## config.mk

```make
export PLATFORM = sky130hd
export DESIGN_NAME = seg7_to_binary_flat
export DESIGN_NICKNAME = d
export VERILOG_FILES = /design/src/rtl/seg7_to_binary_if.sv /design/src/rtl/seg7_to_binary.sv /design/src/flat_wrapper.sv
export SDC_FILE = /design/constraint.sdc
export NUM_CORES = 1
export LEC_CHECK = 0
export ABC_AREA = 1
export CAP_MARGIN = 10
export CORE_MARGIN = 2
export CORE_UTILIZATION = 30
export CTS_BUF_LIST = sky130_fd_sc_hd__clkbuf_2
export CTS_CLUSTER_SIZE = 40
export DETAILED_ROUTE_END_ITERATION = 16
export PLACE_DENSITY = 0.58
export SLEW_MARGIN = 10
export SYNTH_ARGS = -nofsm -noshare
export SYNTH_HDL_FRONTEND = slang
export SYNTH_SLANG_ARGS = --single-unit
```

## constraint.sdc

```tcl
create_clock -name clk -period 2.3 [get_ports clk]
set_input_delay 0.46 -clock clk [delete_from_list [all_inputs] [get_ports clk]]
set_output_delay 0.46 -clock clk [all_outputs]
set_load 0.05 [all_outputs]
```

## src/rtl/seg7_to_binary_if.sv

```systemverilog
// Handshake and data bundle for the 7-segment read-back converter.
// The requester drives start and the three digit patterns; the converter returns status and results.
interface seg7_to_binary_if #(
    parameter int unsigned BIN_W = 10
);
    logic             start;
    logic [6:0]       seg_h;
    logic [6:0]       seg_t;
    logic [6:0]       seg_o;
    logic             busy;
    logic             done;
    logic             err;
    logic [BIN_W-1:0] value;
    logic [11:0]      bcd;

    modport master (
        output start, seg_h, seg_t, seg_o,
        input  busy, done, err, value, bcd
    );

    modport slave (
        input  start, seg_h, seg_t, seg_o,
        output busy, done, err, value, bcd
    );
endinterface

```

## src/rtl/seg7_to_binary.sv

```systemverilog
// Recovers BCD digits and the binary value 0..999 from three active-low 7-segment patterns
// using a multi-cycle reverse double-dabble behind a start/busy/done handshake.
module seg7_to_binary #(
    parameter int unsigned BIN_W      = 10,
    parameter bit          BLANK_ZERO = 1'b1
) (
    input logic              clk,
    input logic              rst,
    seg7_to_binary_if.slave  bus
);
    localparam int unsigned CNT_W = $clog2(BIN_W + 1);
    localparam logic [CNT_W-1:0] CNT_LAST = CNT_W'(BIN_W - 1);

    typedef enum logic [1:0] {IDLE, DECODE, CONV, FINISH} state_t;

    // Returns {illegal, digit} for one active-low {g,f,e,d,c,b,a} pattern.
    function automatic logic [4:0] dec7(input logic [6:0] p);
        logic [4:0] r;
        case (p)
            7'b1000000: r = 5'd0;
            7'b1111001: r = 5'd1;
            7'b0100100: r = 5'd2;
            7'b0110000: r = 5'd3;
            7'b0011001: r = 5'd4;
            7'b0010010: r = 5'd5;
            7'b0000010: r = 5'd6;
            7'b1111000: r = 5'd7;
            7'b0000000: r = 5'd8;
            7'b0011000: r = 5'd9;
            7'b1111111: r = BLANK_ZERO ? 5'b0_0000 : 5'b1_0000;
            default:    r = 5'b1_0000;
        endcase
        return r;
    endfunction

    state_t           state_q, state_d;
    logic [6:0]       seg_h_q, seg_h_d;
    logic [6:0]       seg_t_q, seg_t_d;
    logic [6:0]       seg_o_q, seg_o_d;
    logic [11:0]      digits_q, digits_d;
    logic [11:0]      bcd_sh_q, bcd_sh_d;
    logic [BIN_W-1:0] bin_sh_q, bin_sh_d;
    logic [CNT_W-1:0] cnt_q, cnt_d;
    logic             err_pend_q, err_pend_d;
    logic             busy_q, busy_d;
    logic             done_q, done_d;
    logic             err_q, err_d;
    logic [BIN_W-1:0] value_q, value_d;
    logic [11:0]      bcd_q, bcd_d;

    logic [4:0]       dec_h, dec_t, dec_o;

    assign dec_h = dec7(seg_h_q);
    assign dec_t = dec7(seg_t_q);
    assign dec_o = dec7(seg_o_q);

    always_comb begin
        state_d    = state_q;
        seg_h_d    = seg_h_q;
        seg_t_d    = seg_t_q;
        seg_o_d    = seg_o_q;
        digits_d   = digits_q;
        bcd_sh_d   = bcd_sh_q;
        bin_sh_d   = bin_sh_q;
        cnt_d      = cnt_q;
        err_pend_d = err_pend_q;
        done_d     = 1'b0;
        err_d      = err_q;
        value_d    = value_q;
        bcd_d      = bcd_q;

        case (state_q)
            IDLE: begin
                if (bus.start) begin
                    seg_h_d = bus.seg_h;
                    seg_t_d = bus.seg_t;
                    seg_o_d = bus.seg_o;
                    state_d = DECODE;
                end
            end
            DECODE: begin
                digits_d   = {dec_h[3:0], dec_t[3:0], dec_o[3:0]};
                bcd_sh_d   = {dec_h[3:0], dec_t[3:0], dec_o[3:0]};
                bin_sh_d   = '0;
                cnt_d      = '0;
                err_pend_d = dec_h[4] | dec_t[4] | dec_o[4];
                state_d    = (dec_h[4] | dec_t[4] | dec_o[4]) ? FINISH : CONV;
            end
            CONV: begin
                // One reverse double-dabble step: shift right, then undo the +3 correction per digit.
                {bcd_sh_d, bin_sh_d} = {bcd_sh_q, bin_sh_q} >> 1;
                for (int unsigned i = 0; i < 3; i++) begin
                    if (bcd_sh_d[4*i+3]) begin
                        bcd_sh_d[4*i +: 4] = bcd_sh_d[4*i +: 4] - 4'd3;
                    end
                end
                cnt_d = cnt_q + 1'b1;
                if (cnt_q == CNT_LAST) begin
                    state_d = FINISH;
                end
            end
            FINISH: begin
                done_d  = 1'b1;
                err_d   = err_pend_q;
                value_d = err_pend_q ? '0 : bin_sh_q;
                bcd_d   = err_pend_q ? '0 : digits_q;
                state_d = IDLE;
            end
            default: state_d = IDLE;
        endcase

        busy_d = (state_d != IDLE);
    end

    always_ff @(posedge clk or negedge rst) begin
        if (!rst) begin
            state_q    <= IDLE;
            seg_h_q    <= '0;
            seg_t_q    <= '0;
            seg_o_q    <= '0;
            digits_q   <= '0;
            bcd_sh_q   <= '0;
            bin_sh_q   <= '0;
            cnt_q      <= '0;
            err_pend_q <= 1'b0;
            busy_q     <= 1'b0;
            done_q     <= 1'b0;
            err_q      <= 1'b0;
            value_q    <= '0;
            bcd_q      <= '0;
        end else begin
            state_q    <= state_d;
            seg_h_q    <= seg_h_d;
            seg_t_q    <= seg_t_d;
            seg_o_q    <= seg_o_d;
            digits_q   <= digits_d;
            bcd_sh_q   <= bcd_sh_d;
            bin_sh_q   <= bin_sh_d;
            cnt_q      <= cnt_d;
            err_pend_q <= err_pend_d;
            busy_q     <= busy_d;
            done_q     <= done_d;
            err_q      <= err_d;
            value_q    <= value_d;
            bcd_q      <= bcd_d;
        end
    end

    assign bus.busy  = busy_q;
    assign bus.done  = done_q;
    assign bus.err   = err_q;
    assign bus.value = value_q;
    assign bus.bcd   = bcd_q;
endmodule
```

## src/flat_wrapper.sv

```systemverilog
// flat-port wrapper written by rule: the top's interface ports become plain ports
module seg7_to_binary_flat 
#(
    parameter int unsigned BIN_W      = 10,
    parameter bit          BLANK_ZERO = 1'b1
)
  (clk, rst, bus_start, bus_seg_h, bus_seg_t, bus_seg_o, bus_busy, bus_done, bus_err, bus_value, bus_bcd);
  seg7_to_binary_if #(.BIN_W(BIN_W)) bus_i ();
  input logic clk;
  input logic rst;
  input wire logic [$bits(bus_i.start)-1:0] bus_start;
  input wire logic [$bits(bus_i.seg_h)-1:0] bus_seg_h;
  input wire logic [$bits(bus_i.seg_t)-1:0] bus_seg_t;
  input wire logic [$bits(bus_i.seg_o)-1:0] bus_seg_o;
  output wire logic [$bits(bus_i.busy)-1:0] bus_busy;
  output wire logic [$bits(bus_i.done)-1:0] bus_done;
  output wire logic [$bits(bus_i.err)-1:0] bus_err;
  output wire logic [$bits(bus_i.value)-1:0] bus_value;
  output wire logic [$bits(bus_i.bcd)-1:0] bus_bcd;
  assign bus_i.start = bus_start;
  assign bus_i.seg_h = bus_seg_h;
  assign bus_i.seg_t = bus_seg_t;
  assign bus_i.seg_o = bus_seg_o;
  assign bus_busy = bus_i.busy;
  assign bus_done = bus_i.done;
  assign bus_err = bus_i.err;
  assign bus_value = bus_i.value;
  assign bus_bcd = bus_i.bcd;
  seg7_to_binary #(.BIN_W(BIN_W), .BLANK_ZERO(BLANK_ZERO)) u_core (.clk(clk), .rst(rst), .bus(bus_i));
endmodule
```

==> results.json <==
{
  "status": "completed",
  "yosysSeqAreaShare": 0.530,
  "synth_seq_cells": 87,
  "root_buffer": "clkbuf_2",
  "synth.area.mux_share": 0.00549,
  "tightest_slew_ns": 0.602,
  "slowest_stage": "dlygate4sd2_1",
  "min_path_type": "input port to async pin",
  "fp-row-count": 42,
  "leakage_nw": 2.56,
  "ir_worst_vdd_mv": 0.336,
  "power_frac_clock": 0.166,
  "yosys_warnings": 0,
  "ant_nets": 0,
  "dpl.hpwl_um": 6570,
  "cts.sinks": 87,
  "min_period_over_period": 0.863,
  "fin_tns_setup_ns": 0,
  "synthCells": 493,
  "htreeDepth": 3,
  "synthesis.area_sq_mm": 0.00410,
  "synth-xor-area-share": 0.00427,
  "viasPerCell": 4.55,
  "arrival_ns": 1.52,
  "switching_share": 0.442,
  "worst-path-buf-inv": 1,
  "placed_cell_area_sq_mm": 0.00486,
  "synth_top_family_by_area": "simple AND/OR/NAND/NOR gates",
  "fin_crit_ns": 1.98,
  "grt.overflow.total": 0,
  "power_density_mw_per_mm2": 1020,
  "fillers": 1392,
  "end_kind": "output pin",
  "cpPeakStageDelay_ns": 0.53,
  "routed_wl_um": 8660,
  "drtIter0Drc": 152,
  "drive_above_1_share": 0.0935,
  "grt_pass1_vias": 3195,
  "fmax_ghz": 0.504,
  "cp_max_fo": 2,
  "setup_viol": 0,
  "cts_tree": "done",
  "io_buffers": 48,
  "grt_pass1_wl_um": 14700,
  "ctsLongestPathBuffers": 2,
  "grt_max_degree": 48,
  "final_area_sq_mm": 0.00501,
  "clk-insertion-delay-late_ns": 0.57,
  "firstDrtPassIters": 5,
  "p_int_w": 0.00284,
  "crit_chain": "dlygate4sd2_1",
  "fin_nets": 584,
  "grt.total_usage": 0.128,
  "rsz0062_at_grt": "no",
  "yosysUniqueCellTypes": 28,
  "p_seq_frac": 0.428,
  "critPathKind": "flop to output pin",
  "cp.depth": 1,
  "area_growth_syn_to_layout_pct": 22.0,
  "p_switching_w": 0.00225,
  "wl_per_cell_um": 11.8,
  "die_y_um": 121,
  "pin_count": 49,
  "required_ns": 1.84,
  "post_cts_buffers": 0,
  "core-area_sq_mm": 0.0133,
  "finClkSkew_ns": 0.0348,
  "vias": 3334,
  "synthAdderAreaFrac": 0.0274,
  "synth_simple_gate_area_frac": 0.233,
  "ff2ff_path_depth": 7,
  "hold_viol": 0,
  "start_util": 0.309,
  "dieWidth_um": 121,
  "synth_fp_nets": 526,
  "synth_compound_area_frac": 0.129,
  "die-area_sq_mm": 0.0146,
  "slew_headroom": 0.599,
  "p_comb_frac": 0.407,
  "antenna_found_initial": 1,
  "drc": 0,
  "final_max_slew_viol_count": 0,
  "cts_made_buffers": 9,
  "start_kind": "flop",
  "clk_pin_slew_ns": 0.27,
  "avgSynthCellArea_sq_um": 8.32,
  "drv_cap": 0,
  "place_congestion": 0.845,
  "cp_top_family": "buffers and inverters"
}
==> cell type report <==
cell class / count / area [sq um] / share of cell area
multi-input cells: 331 / 1640 / 0.328
clock inverters: 6 / 76.3 / 0.0152
repair buffers: 60 / 609 / 0.122
diodes: 1 / 2.50 / 0.000500
inverters: 62 / 233 / 0.0465
flip-flops and latches: 87 / 2180 / 0.435
clock buffers: 10 / 50.0 / 0.00999
well taps: 176 / 220 / 0.0440
==> Yosys cell counts (all sizes together) <==
library cell  count  share of area
clkbuf           11          0.010
o22ai            10          0.015
o211ai            3         0.0055
o21ai            38          0.046
a21oi            25          0.030
a22o              3         0.0064
o221ai            8          0.017
nand2           119           0.11
nand4             5         0.0076
ha                9          0.027
nor3              7         0.0085
o21a              1         0.0018
mux2              2         0.0055
dfrtp            87           0.53
buf               2         0.0030
xnor2             2         0.0043
o2111ai           1         0.0021
o311ai            1         0.0021
a31o              1         0.0021
nor2             77          0.079
nand3            19          0.027
inv              62          0.057
==> registers in the layout, indices dropped and copies added (netlist names), 2 cells and up <==
register	cells
u_core.bcd_sh_q	12
u_core.seg_o_q	7
u_core.bus.value	10
u_core.state_q	2
u_core.seg_h_q	7
u_core.cnt_q	4
u_core.seg_t_q	7
u_core.bin_sh_q	10
u_core.digits_q	12
u_core.bus.bcd	12
==> power groups by stage <==
stage | Sequential [W] | Clock, W | Combinational, W
CTS | 0.00218 | 0.000883 | 0.00210
global placement | 0.00219 | 0 | 0.00205
global route | 0.00224 | 0.000944 | 0.00236
floorplan | 0.00230 | 0 | 0.00134
detailed placement | 0.00221 | 0 | 0.00210
finish | 0.00218 | 0.000845 | 0.00207
==> cell usage in the layout (no fill, tap or decap) <==
cell type,instances
nand2_1,115
dfrtp_1,87
nor2_1,69
inv_1,56
o21ai_0,38
a21oi_1,25
clkdlybuf4s50_1,22
nand3_1,16
dlygate4sd2_1,13
dlymetal6s2s_1,12
o22ai_1,10
clkbuf_2,10
buf_4,10
ha_1,9
o221ai_1,8
nor3_1,7
inv_2,6
nor2_2,5
nand4_1,5
nand2_2,4
nor2_4,3
nand3_2,3
o211ai_1,3
a22o_1,3
inv_6,3
xnor2_1,2
mux2_2,2
buf_12,2
diode_2,1
o311ai_0,1
a31o_2,1
o2111ai_1,1
o21a_1,1
inv_8,1
clkinv_4,1
bufinv_16,1
dlygate4sd3_1,1
==> through the flow <==
stage / total power (W) / worst slack, ns / instances / util / hold slack (ns)
finish: 0.00510 / 0.316 / 733 / 0.377 / 0.387
global route: 0.00554 / 0.189 / 733 / 0.377 / 0.355
CTS: 0.00516 / 0.000880 / 732 / 0.374 / 0.366
detailed placement: 0.00431 / 0.503 / 715 / 0.365 / 0.469
global placement: 0.00425 / 0.558 / 715 / 0.365 / 0.469
floorplan: 0.00364 / 0.696 / 493 / - / 0.164
==> metal layers <==
metal	vias up	track usage	part of all wire
li1	1715	-	-
met1	1548	0.170	0.49
met2	62	0.202	0.45
met3	9	0.0324	0.040
met4	0	0.0436	0.017
met5	-	0	0
==> logic make-up (layout without fill, tap and decap cells) <==
kind of cell / Yosys count / in the layout
buffers and inverters: 75 / 138
xor gates and xnor gates: 2 / 2
muxes: 2 / 2
other: 0 / 1
and+or+nand+nor: 227 / 227
AOI/OAI and AO/OA: 91 / 91
adders and majority gates: 9 / 9
DFF: 87 / 87
==> path summary, 6_finish.rpt <==
check | start | slack, ns | end
max | u_core.bus.bcd[3] | 0.32 | bus_bcd[3]
min | rst | 0.39 | u_core.bus.done
max reg2reg | u_core.state_q[0] | 0.51 | u_core.cnt_q[3]
min reg2reg | u_core.bus.value[0] | 0.51 | u_core.bus.value[0]
max in group asynchronous | rst | 1.29 | u_core.digits_q[5]
min in group clk | bus_seg_o[1] | 0.42 | u_core.seg_o_q[1]
==> what timing repair did <==
item / CTS / global route
hold buffers: 1 / 0
endpoints found under the setup margin: 13 / 12
gates resized for setup: 13 / 12
endpoints found under the hold margin: 44 / 0
No activity file was read; power rests on OpenSTA's default activity.
